**src/rtl/bcd_uart_reporter_if.sv**
```systemverilog
// Signal bundle between the frequency meter's count latch and the UART line reporter.
// latch is a one-cycle strobe with no back-pressure; busy/overrun report whether it was taken.
interface bcd_uart_reporter_if;
  logic [31:0] bcd_in;
  logic        latch;
  logic        blank_lz;
  logic        tx;
  logic        busy;
  logic        overrun;
  logic [1:0]  dbg_state;

  modport master (
    output bcd_in, latch, blank_lz,
    input  tx, busy, overrun, dbg_state
  );

  modport slave (
    input  bcd_in, latch, blank_lz,
    output tx, busy, overrun, dbg_state
  );
endinterface

```
**src/rtl/bcd_uart_reporter.sv**
```systemverilog
// Snapshots an 8-digit BCD count on latch and sends it as "DDDDDDDD\r\n" over an 8N1 UART.
// Leading zeros may be sent as spaces; digits A-F are sent as '?'.
module bcd_uart_reporter #(
  parameter int BAUD_DIV = 434
) (
  input  logic             clk,
  input  logic             rst_n,
  bcd_uart_reporter_if.slave bus
);

  localparam int CW = $clog2(BAUD_DIV);
  localparam logic [CW-1:0] BAUD_MAX = CW'(BAUD_DIV - 1);

  localparam logic [1:0] S_IDLE  = 2'd0;
  localparam logic [1:0] S_START = 2'd1;
  localparam logic [1:0] S_DATA  = 2'd2;
  localparam logic [1:0] S_STOP  = 2'd3;

  logic [1:0]    r_state;
  logic [CW-1:0] r_baud;
  logic [2:0]    r_bit;
  logic [3:0]    r_char;
  logic [7:0]    r_shift;
  logic [31:0]   r_shadow;
  logic          r_blank;
  logic          r_tx;
  logic          r_busy;
  logic          r_overrun;

  logic          w_tick;
  logic [7:0]    w_first_byte;
  logic [7:0]    w_next_byte;

  // ASCII for character idx of the line; a digit stays blanked only while
  // it and every more-significant digit are zero, and the last digit never is.
  function automatic logic [7:0] char_byte(input logic [31:0] bcd,
                                           input logic        blank,
                                           input logic [3:0]  idx);
    logic [7:0] res;
    logic [3:0] d;
    logic       lead;
    res  = (idx == 4'd8) ? 8'h0D : 8'h0A;
    lead = blank;
    for (int k = 0; k < 8; k++) begin
      d    = bcd[(7 - k) * 4 +: 4];
      lead = lead && (d == 4'd0) && (k != 7);
      if (4'(k) == idx) begin
        if (lead)           res = 8'h20;
        else if (d > 4'd9)  res = 8'h3F;
        else                res = {4'h3, d};
      end
    end
    return res;
  endfunction

  assign w_tick       = (r_baud == BAUD_MAX);
  assign w_first_byte = char_byte(bus.bcd_in, bus.blank_lz, 4'd0);
  assign w_next_byte  = char_byte(r_shadow, r_blank, r_char + 4'd1);

  always_ff @(posedge clk or negedge rst_n) begin
    if (!rst_n) begin
      r_state   <= S_IDLE;
      r_baud    <= '0;
      r_bit     <= '0;
      r_char    <= '0;
      r_shift   <= '0;
      r_shadow  <= '0;
      r_blank   <= 1'b0;
      r_tx      <= 1'b1;
      r_busy    <= 1'b0;
      r_overrun <= 1'b0;
    end else if (r_state == S_IDLE) begin
      if (bus.latch) begin
        r_shadow  <= bus.bcd_in;
        r_blank   <= bus.blank_lz;
        r_shift   <= w_first_byte;
        r_char    <= '0;
        r_baud    <= '0;
        r_tx      <= 1'b0;
        r_busy    <= 1'b1;
        r_overrun <= 1'b0;
        r_state   <= S_START;
      end
    end else begin
      if (bus.latch) r_overrun <= 1'b1;
      r_baud <= w_tick ? '0 : r_baud + 1'b1;
      if (w_tick) begin
        case (r_state)
          S_START: begin
            r_tx    <= r_shift[0];
            r_shift <= r_shift >> 1;
            r_bit   <= '0;
            r_state <= S_DATA;
          end
          S_DATA: begin
            if (r_bit == 3'd7) begin
              r_tx    <= 1'b1;
              r_state <= S_STOP;
            end else begin
              r_tx    <= r_shift[0];
              r_shift <= r_shift >> 1;
              r_bit   <= r_bit + 3'd1;
            end
          end
          default: begin
            // Stop bit finished: either chain straight into the next start bit or go idle.
            if (r_char == 4'd9) begin
              r_busy  <= 1'b0;
              r_state <= S_IDLE;
            end else begin
              r_char  <= r_char + 4'd1;
              r_shift <= w_next_byte;
              r_tx    <= 1'b0;
              r_state <= S_START;
            end
          end
        endcase
      end
    end
  end

  assign bus.tx        = r_tx;
  assign bus.busy      = r_busy;
  assign bus.overrun   = r_overrun;
  assign bus.dbg_state = r_state;

endmodule

```
**src/flat_wrapper.sv**
```systemverilog
// flat-port wrapper written by rule: the top's interface ports become plain ports
module bcd_uart_reporter_flat 
#(
  parameter int BAUD_DIV = 434
)
  (clk, rst_n, bus_bcd_in, bus_latch, bus_blank_lz, bus_tx, bus_busy, bus_overrun, bus_dbg_state);
  bcd_uart_reporter_if bus_i ();
  input  logic clk;
  input  logic rst_n;
  input wire logic [$bits(bus_i.bcd_in)-1:0] bus_bcd_in;
  input wire logic [$bits(bus_i.latch)-1:0] bus_latch;
  input wire logic [$bits(bus_i.blank_lz)-1:0] bus_blank_lz;
  output wire logic [$bits(bus_i.tx)-1:0] bus_tx;
  output wire logic [$bits(bus_i.busy)-1:0] bus_busy;
  output wire logic [$bits(bus_i.overrun)-1:0] bus_overrun;
  output wire logic [$bits(bus_i.dbg_state)-1:0] bus_dbg_state;
  assign bus_i.bcd_in = bus_bcd_in;
  assign bus_i.latch = bus_latch;
  assign bus_i.blank_lz = bus_blank_lz;
  assign bus_tx = bus_i.tx;
  assign bus_busy = bus_i.busy;
  assign bus_overrun = bus_i.overrun;
  assign bus_dbg_state = bus_i.dbg_state;
  bcd_uart_reporter #(.BAUD_DIV(BAUD_DIV)) u_core (.clk(clk), .rst_n(rst_n), .bus(bus_i));
endmodule
```
**config.mk**
```make
export PLATFORM = sky130hd
export DESIGN_NAME = bcd_uart_reporter_flat
export DESIGN_NICKNAME = d
export VERILOG_FILES = /design/src/rtl/bcd_uart_reporter_if.sv /design/src/rtl/bcd_uart_reporter.sv /design/src/flat_wrapper.sv
export SDC_FILE = /design/constraint.sdc
export NUM_CORES = 1
export LEC_CHECK = 0
export CAP_MARGIN = 10
export CORE_AREA = 2 2 114 116
export CTS_CLUSTER_SIZE = 16
export DETAILED_ROUTE_END_ITERATION = 12
export DIE_AREA = 0 0 116 118
export PLACE_DENSITY_LB_ADDON = 0.08
export SYNTH_ARGS = -nofsm -noshare
export SYNTH_HDL_FRONTEND = slang
export SYNTH_SLANG_ARGS = --single-unit
```
**constraint.sdc**
```tcl
create_clock -name clk -period 2.56 [get_ports clk]
set_clock_uncertainty 0.1 [all_clocks]
set_input_delay 0.512 -clock clk [delete_from_list [all_inputs] [get_ports clk]]
set_output_delay 0.512 -clock clk [all_outputs]
set_load 0.01 [all_outputs]
```
==> impl_metrics.tcl <==
set metrics [dict create \
    outcome "finished clean" \
    hold_violations 0 \
    clock.fmax_mhz 416.5 \
    synth_top_flop_cell "dfrtp_1" \
    grt_overflow_total 0 \
    coreArea_um2 12410 \
    clock_path_buffers 2 \
    dr_wl_met3_um 319 \
    crit_type "flip-flop to flip-flop" \
    crit_path_end_kind "flip-flop" \
    clk_latency_ns 0.34 \
    synth_area_leaders "dfrtp_1 40%, mux2_2 9.2%, a21oi_1 4.8%" \
    crit_buf_inv 0 \
    dr.pass1.iters 5 \
    critPathMaxFanout 10 \
    syn_nets 439 \
    antenna_found_initial 0 \
    worst_slew_pin_slew_ns 0.6659 \
    report.final.slew_viol_count 0 \
    start_util 0.2959 \
    highest_layer "met4" \
    clk_pin_slew_ns 0.06 \
    wl_met2_um 4732 \
    max-slew-margin-rel 0.5541 \
    ys_seq_elements 60 \
    drive_gt1_frac 0.1812 \
    drt_iter0_markers 240 \
    vdd_drop_max_mv 0.3861 \
    syn_area_per_cell_um2 9.419 \
    row_count 41 \
    place.gp.congestion 0.8200 \
    viasPerCell 4.971 \
    drv_cap 0 \
    cpLargestDelayFamily "compound AO/OA/AOI/OAI gates" \
    synthCells 390 \
    yosysSeqAreaShare 0.4091 \
    synth_top_cell_area_share 0.4019 \
    grt.total_usage 0.1530 \
    io_pins 41 \
    first_global_vias 3054 \
    die_w_um 116 \
    fillers 1315 \
    reg2reg_setup_slack_ns 0.16 \
    power_density_nw_per_um2 531.8 \
    rsz0062_at_grt "no" \
    setup-violations-final 0 \
    cts_sinks 60 \
    cp.arrival_ns 2.52 \
    min_period_ns 2.401 \
    ctsHoldBuffers 0 \
    crit_path_top_delay_cell "dfrtp_1" \
    fp.dieArea_um2 13690 \
    area_delta_synth_final_pct 27.04 \
    cts_tree "yes" \
    met1_length_um 4670 \
    die_h_um 118 \
    yosysTopAreaCell "dfrtp_1" \
    finalCritPeriodShare 0.9378 \
    path_cells "ha_1, nor3_1, a41o_1, a221o_1, a22oi_1, and4_1, o21ai_1" \
    startpoint_type "flip-flop" \
    yosysWarnings 0 \
    drc 0 \
    cts-buffers-inserted 9 \
    required_ns 2.68 \
    mappedNetlistArea_um2 3674 \
    drtAntennaViolNets 0 \
    place_inst 603 \
    cpPeakStageDelay_ns 0.54 \
    instances_no_fill 619 \
    synth_edf_count 0 \
    leakagePower_nw 1.976 \
    clock_tree.root_cell "clkbuf_16" \
    wl_per_cell_um 15.92 \
    synthDistinctLibCells 61 \
    final.setup.tns_ns 0 \
    final_nets 491 \
    grt_max_degree 38 \
    port-buffer-count 40 \
    min_path_type "input pin to async pin" \
    synthArstFlopShare 1.000 \
    dp_hpwl_um 7450 \
    routed_wirelength_um 9856 \
    cts_max_level 3 \
    dr_total_vias 3077 \
    diodes 0 \
    grt_pass1_wl_um 16080 \
]
==> stage by stage <==
step | power, mW | cell area [um2] | setup slack (ns) | util | hold WS, ns
6_report | 2.482 | 4667 | 0.1592 | 0.3759 | 0.04450
4_1_cts | 2.534 | 4651 | 0.03815 | 0.3746 | 0.05422
2_1_floorplan | 0.9804 | 3674 | 0.2922 | - | 0.1164
3_3_place_gp | 1.069 | 4300 | 0.1198 | 0.3464 | 0.3636
5_1_grt | 2.581 | 4667 | 0.006760 | 0.3759 | 0.07604
3_5_place_dp | 1.069 | 4300 | 0.07403 | 0.3464 | 0.3639
==> metal layers <==
metal,track usage,up-vias
li1,-,1554
met5,0,-
met4,0.05804,0
met1,0.1954,1458
met3,0.04274,10
met2,0.2438,55
==> worst paths after layout <==
kind	from	endpoint	cells after the start
hold / removal	rst_n	u_core.r_bit[0]	1
hold reg to reg	u_core.bus.tx	u_core.bus.tx	2
setup reg to reg	u_core.r_char[0]	u_core.r_shift[4]	7
max in group asynchronous	rst_n	u_core.r_shift[4]	2
min in group clk	u_core.bus.tx	u_core.bus.tx	2
setup / recovery	u_core.r_char[0]	u_core.r_shift[4]	7
==> cell families after synthesis <==
logic type                 count (synthesis)  share of synthesized area
muxes                                     33                     0.1001
buffers and inverters                     40                    0.06131
adders and majority gates                 13                    0.04428
and+or+nand+nor                          117                     0.1645
AOI/OAI and AO/OA                        125                     0.2159
xor gates and xnor gates                   2                   0.004769
DFF                                       60                     0.4091
==> layout make-up <==
type	instances	area, um2	share of cell area
Multi-Input combinational cell	290	1962	0.4204
Sequential cell	60	1503	0.3220
Timing Repair Buffer	60	558.0	0.1196
Clock buffer	10	239.0	0.05121
Tap cell	172	215.2	0.04611
Clock inverter	6	111.4	0.02386
Inverter	21	78.83	0.01689
==> layout by cell type (no fill, tap or decap), types with 4 or more instances in the layout <==
cell type	instances
a211oi_1	8
a21oi_1	35
a22o_1	4
buf_4	19
clkbuf_16	9
clkdlybuf4s50_1	39
dfrtp_1	59
ha_1	13
inv_1	21
mux2_2	30
nand2_1	31
nand2b_1	6
nand3_1	13
nor2_1	23
nor3_1	7
nor4_1	10
o21ai_0	33
o22ai_1	13
==> synth_stat cells, types with 2 or more instances <==
master	instances
o211ai_1	2
a221o_1	3
nand3b_1	2
nand3_1	13
nor3_1	7
buf_2	4
a211oi_1	8
o21ai_0	33
nor3b_1	2
or3_1	2
a31oi_1	2
nor4_2	2
mux2_2	30
nand2b_1	6
o21a_1	3
nor2_1	23
nand2_1	31
a221oi_1	2
nand4_1	3
and4_1	2
buf_4	2
and3_1	2
a21o_1	3
clkbuf_8	4
mux2i_1	3
dfrtp_1	59
inv_1	21
nor4_1	10
or2_2	2
a2bb2oi_1	2
o31ai_1	2
a21oi_1	35
ha_1	13
o22ai_1	13
clkbuf_1	6
buf_6	3
or4_1	3
a22o_1	4
==> sequential cells by signal, indices dropped and copies added (netlist names) <==
signal                cells
u_core.r_baud             9
u_core.bus.dbg_state      2
u_core.r_bit              3
u_core.bus.busy           1
u_core.r_char             4
u_core.r_blank            1
u_core.bus.overrun        1
u_core.bus.tx             1
u_core.r_shadow          32
u_core.r_shift            6
==> report_power, final <==
part           internal [mW]  total, mW  switching [mW]
clock                  0.976       1.43           0.456
sequential             0.950      0.951        0.000697
combinational         0.0556     0.0983          0.0427
==> timing repair <==
action	4_1_cts	5_1_grt
setup endpoints to repair	0	3
setup buffers	0	0
resized for setup	0	2
Note: power is estimated with default switching activity, not from simulation.
